**src/rtl/scan_chain_ctrl.sv**
```systemverilog
// scan_chain_ctrl: serial scan controller with separate instruction (IR) and
// data (DR) paths and a capture/shift/update datapath. The instruction selects
// one of NCH parallel DW-bit channels, or a 1-bit bypass when ir >= NCH.
//
// Ports:
//   clk      rising-edge clock
//   rs       synchronous active-high reset
//   x        state-control input, sampled every edge
//   tdi      serial data in
//   cap_in   parallel capture data, channel c at [c*DW +: DW]
//   tdo      serial data out (combinational from state and shift registers)
//   reset, run, capture, shift, update   state decode flags (registered)
//   ir_sel   high in the IR-path states
//   ir       current instruction
//   par_out  updated channel registers, channel c at [c*DW +: DW]
module scan_chain_ctrl #(
   parameter int unsigned DW  = 8,
   parameter int unsigned NCH = 4,
   parameter int unsigned IRW = 3
) (
   input  logic                clk,
   input  logic                rs,
   input  logic                x,
   input  logic                tdi,
   input  logic [NCH*DW-1:0]   cap_in,
   output logic                tdo,
   output logic                reset,
   output logic                run,
   output logic                capture,
   output logic                shift,
   output logic                update,
   output logic                ir_sel,
   output logic [IRW-1:0]      ir,
   output logic [NCH*DW-1:0]   par_out
);

   localparam int unsigned PW = NCH * DW;

   localparam logic [3:0] ST_RS   = 4'd0;
   localparam logic [3:0] ST_RI   = 4'd1;
   localparam logic [3:0] ST_SDR  = 4'd2;
   localparam logic [3:0] ST_SIR  = 4'd3;
   localparam logic [3:0] ST_CDR  = 4'd4;
   localparam logic [3:0] ST_CIR  = 4'd5;
   localparam logic [3:0] ST_SHDR = 4'd6;
   localparam logic [3:0] ST_SHIR = 4'd7;
   localparam logic [3:0] ST_UDR  = 4'd8;
   localparam logic [3:0] ST_UIR  = 4'd9;

   logic [3:0]     state;
   logic [3:0]     state_d;
   logic           reset_d, run_d, capture_d, shift_d, update_d, ir_sel_d;

   logic [IRW-1:0] ir_q;
   logic [IRW-1:0] ir_sr;
   logic [DW-1:0]  dr_sr;
   logic           byp;
   logic [PW-1:0]  par_q;

   logic           bypass_c;
   logic [DW-1:0]  cap_sel_c;

   // Out-of-range instructions route the DR path through the bypass bit.
   assign bypass_c = (ir_q >= IRW'(NCH));

   // Capture mux: channel selected by the current instruction.
   always_comb begin
      cap_sel_c = '0;
      for (int unsigned c = 0; c < NCH; c++) begin
         if (ir_q == IRW'(c)) cap_sel_c = cap_in[c*DW +: DW];
      end
   end

   // Next-state logic; flags are decoded from the next state and registered.
   always_comb begin
      state_d   = state;
      reset_d   = 1'b0;
      run_d     = 1'b0;
      capture_d = 1'b0;
      shift_d   = 1'b0;
      update_d  = 1'b0;
      ir_sel_d  = 1'b0;

      unique case (state)
         ST_RS:   state_d = x ? ST_RS   : ST_RI;
         ST_RI:   state_d = x ? ST_SDR  : ST_RI;
         ST_SDR:  state_d = x ? ST_SIR  : ST_CDR;
         ST_SIR:  state_d = x ? ST_RS   : ST_CIR;
         ST_CDR:  state_d = x ? ST_UDR  : ST_SHDR;
         ST_CIR:  state_d = x ? ST_UIR  : ST_SHIR;
         ST_SHDR: state_d = x ? ST_UDR  : ST_SHDR;
         ST_SHIR: state_d = x ? ST_UIR  : ST_SHIR;
         ST_UDR:  state_d = x ? ST_SDR  : ST_RI;
         ST_UIR:  state_d = x ? ST_SDR  : ST_RI;
         default: state_d = ST_RS;
      endcase

      if (rs) state_d = ST_RS;

      reset_d   = (state_d == ST_RS);
      run_d     = (state_d == ST_RI);
      capture_d = (state_d == ST_CDR)  || (state_d == ST_CIR);
      shift_d   = (state_d == ST_SHDR) || (state_d == ST_SHIR);
      update_d  = (state_d == ST_UDR)  || (state_d == ST_UIR);
      ir_sel_d  = (state_d == ST_SIR)  || (state_d == ST_CIR) ||
                  (state_d == ST_SHIR) || (state_d == ST_UIR);
   end

   // State and flag registers.
   always_ff @(posedge clk) begin
      state   <= state_d;
      reset   <= reset_d;
      run     <= run_d;
      capture <= capture_d;
      shift   <= shift_d;
      update  <= update_d;
      ir_sel  <= ir_sel_d;
   end

   // Capture/shift/update datapath, acting on the state the edge ends.
   always_ff @(posedge clk) begin
      if (rs) begin
         ir_q  <= '0;
         ir_sr <= '0;
         dr_sr <= '0;
         byp   <= 1'b0;
         par_q <= '0;
      end else begin
         unique case (state)
            ST_CDR: begin
               if (bypass_c) byp   <= 1'b0;
               else          dr_sr <= cap_sel_c;
            end
            ST_CIR:  ir_sr <= ir_q;
            ST_SHDR: begin
               if (bypass_c) byp   <= tdi;
               else          dr_sr <= {tdi, dr_sr[DW-1:1]};
            end
            ST_SHIR: ir_sr <= {tdi, ir_sr[IRW-1:1]};
            ST_UDR: begin
               for (int unsigned c = 0; c < NCH; c++) begin
                  if (!bypass_c && (ir_q == IRW'(c))) par_q[c*DW +: DW] <= dr_sr;
               end
            end
            ST_UIR:  ir_q <= ir_sr;
            default: ;
         endcase

         // Entering RS through x clears the instruction but keeps channels.
         if (state_d == ST_RS) ir_q <= '0;
      end
   end

   // Serial output: only meaningful while shifting.
   always_comb begin
      tdo = 1'b0;
      if (state == ST_SHDR)      tdo = bypass_c ? byp : dr_sr[0];
      else if (state == ST_SHIR) tdo = ir_sr[0];
   end

   assign ir      = ir_q;
   assign par_out = par_q;

endmodule

```
**config.mk**
```make
export PLATFORM = sky130hd
export DESIGN_NAME = scan_chain_ctrl
export DESIGN_NICKNAME = d
export VERILOG_FILES = /design/src/rtl/scan_chain_ctrl.sv
export SDC_FILE = /design/constraint.sdc
export NUM_CORES = 1
export LEC_CHECK = 0
export ABC_CLOCK_PERIOD_IN_PS = 1860
export CAP_MARGIN = 10
export CORE_MARGIN = 2
export CORE_UTILIZATION = 23
export DETAILED_ROUTE_END_ITERATION = 10
export PLACE_DENSITY = 0.41
export SLEW_MARGIN = 40
export SYNTH_ARGS = -nofsm -noshare
export SYNTH_HDL_FRONTEND = slang
export SYNTH_SLANG_ARGS = --single-unit
```
**constraint.sdc**
```tcl
create_clock -name clk -period 1.86 [get_ports clk]
set_input_delay 0.372 -clock clk [delete_from_list [all_inputs] [get_ports clk]]
set_output_delay 0.372 -clock clk [all_outputs]
set_load 0.005 [all_outputs]
```
==> flow_summary.ini, run 1 <==
[global_routing]
grt_pass1_vias = 2649
grtUsageTotal_pct = 13.8
grt_max_degree = 36
grt_pass1_wl_mm = 14.1
overflow = 0
antenna_found_initial = 0

[clocking]
clkSinkCount = 57
clk_pin_slew_ns = 0.05
clock_path_buffers = 2
cts_tree = built
clk-insertion-delay-late_ns = 0.33
htree_levels = 3
cts_root_buffer = clkbuf_16
numCtsBuffers = 9
holdBufCountCts = 0

[logic_synthesis]
yosys.area.top_type = dfxtp_1
ys_seq_area_share_pct = 40.2
syn_area_per_cell_um2 = 8.72
netlist_instances = 325
netlist_area_um2 = 2840
ys_types = 44
syn-num-nets = 361
synthArstFlopShare_pct = 0
yosysWarnings = 0
synthTopCellsByArea = dfxtp_1 (40%), a21oi_1 (7.6%), o21ai_0 (7.4%)
synth_top_area_share_pct = 40.2
synth_edf_count = 0
synth-main-ff-cell = dfxtp_1
yosys_register_bits = 57

[critical_path]
critical_path_class = reg2out
reg2regPathDepth = 4
crit_arrival_ns = 1.39
crit_fanout = 23
required_ns = 1.49
r2r_setup_slack_ns = 0.16
reg2reg_to = par_out[22]
end_kind = output port
r2r-start = ir[2]
cp-start-kind = flop

[timing]
final_max_slew_viol_count = 0
setup_viol = 0
fmaxAchievable_ghz = 0.566
rsz0062_at_grt = false
hold_violations = 0
finClkSkew_ns = 0.00756
finalSetupTns_ns = 0
tightest_slew_ns = 0.519
slew_headroom_pct = 65.2
finalCritPeriodShare_pct = 94.9
min_period_ns = 1.77

[routing]
wire_per_inst_um = 15.8
drt_iter0_drc = 122
wirelength_mm = 8.67
drtAntennaViolNets = 0
dr.pass1.iters = 4
dr_total_vias = 2719
drc_errors = 0
vias_per_cell = 4.94

[cells_and_area]
drive_above_1_share_pct = 12.9
areaGrowthSynthToFinish_pct = 46.5
regArea_um2 = 1140
final_common_cell = clkdlybuf4s50_1
layout_common_cells = clkdlybuf4s50_1 (76), dfxtp_1 (54), a21oi_1 (43)
fin_util_pct = 34.6
multi_input_area_um2 = 1510
final_nets = 434
n_fill_cell = 1260
diodes = 0

[die]
ios = 78
core_um2 = 12000
rows = 40
fp.dieW_um = 115
dieArea_um2 = 13200
die_h_um = 115
start_util_pct = 23.6

[min_path]
hp-start = par_out[2]
min_path_type = reg2reg
holdPathEnd = par_out[2]
min_path_cells = 2

[flow_run]
maxCapViolCount = 0

[power]
power.leakage_uw = 0.00136
power.density_nw_per_um2 = 766
peakVddDrop_uv = 339

[place]
port_buffers = 77
hpwl_mm = 6.06
place_congestion = 0.683

[status]
status = completed
[what timing repair did]
item,CTS,global route
gates resized for setup,3,4
setup endpoints to repair,2,3
setup buffers,0,0
[metal layers]
metal | routed length (um) | global-route usage (%)
met1 | 4160 | 18.4
met2 | 3890 | 21.2
met3 | 462 | 3.37
met4 | 155 | 5.78
met5 | 0 | 0
[flip-flops by register name (all words and copies together), names as in the netlist]
| signal | count |
|---|---|
| par_out | 32 |
| update | 1 |
| byp | 1 |
| ir_sel | 1 |
| state | 4 |
| dr_sr | 8 |
| run | 1 |
| ir | 3 |
| ir_sr | 3 |
| capture | 1 |
| reset | 1 |
| shift | 1 |
[Yosys cell counts, types with 2 or more instances]
master	number
a211oi_1	13
a21oi_1	43
a221oi_1	5
a221oi_2	2
buf_2	9
buf_4	2
buf_6	3
clkbuf_1	23
dfxtp_1	57
inv_1	2
mux2i_1	15
nand2_1	3
nand2b_1	2
nand3_1	32
nand4bb_1	2
nor2_1	9
nor2b_1	2
nor3_1	4
nor3b_1	9
nor4b_2	2
nor4bb_1	5
o21ai_0	42
o21bai_1	9
o22a_1	8
or3_1	2
or4_1	2
[layout make-up]
cell class | instances | area share, %
multi-input combinational | 228 | 36.3
tap | 147 | 4.43
inverter | 2 | 0.181
clock buffer | 14 | 6.60
clock inverter | 2 | 0.844
sequential | 57 | 27.6
timing repair buffer | 100 | 24.1
[stage by stage]
step	hold slack, ns	total power (uW)	setup WS (ns)	std cells	instance area, um2
final	0.472	3180	0.0946	550	4150
after global routing	0.498	3320	0.0400	550	4150
after CTS	0.475	3220	0.00528	550	4140
after detailed placement	0.468	1520	0.159	534	3830
after global placement	0.468	1520	0.135	534	3830
after floorplan	0.460	1380	0.257	325	2840
[worst max-delay path by stage]
stage / from / to / slack [ns] / depth (start not counted)
2_1_floorplan: ir[2] / tdo / 0.26 / 5
4_1_cts: ir[1] / ir[1] / 0.005 / 2
5_1_grt: ir[2] / tdo / 0.04 / 4
6_report: ir[2] / ir[2] / 0.09 / 2
3_5_place_dp: ir[2] / tdo / 0.16 / 4
3_3_place_gp: state[1] / dr_sr[0] / 0.14 / 4
[cells by family after synthesis]
kind of cell	after synthesis	synth area share (%)
flops	57	40.2
mux	15	5.30
compound gates	124	26.3
simple gates	89	21.4
buf+inv	40	6.75
[where the power goes]
part	internal, uW	leakage (uW)	switching, uW
Combinational	135	0.000745	105
Sequential	1240	0.000462	20.0
Clock	1140	0.000153	539
Total	2520	0.00136	664
[worst max-delay path: stages (launching register included)]
cell             delay [ns]
dfxtp_2                0.35
buf_12                 0.17
clkdlybuf4s50_1        0.54
(Power assumes the default switching activity.)
==> run 2, diff against run 1 <==
--- a/config.mk
+++ b/config.mk
@@ -6,7 +6,6 @@
 export NUM_CORES = 1
 export LEC_CHECK = 0
 export ABC_CLOCK_PERIOD_IN_PS = 1860
-export CAP_MARGIN = 10
 export CORE_MARGIN = 2
 export CORE_UTILIZATION = 23
 export DETAILED_ROUTE_END_ITERATION = 10
==> results of run 2 <==
The final DEF is identical to that of run 1; final timing and power are the same.
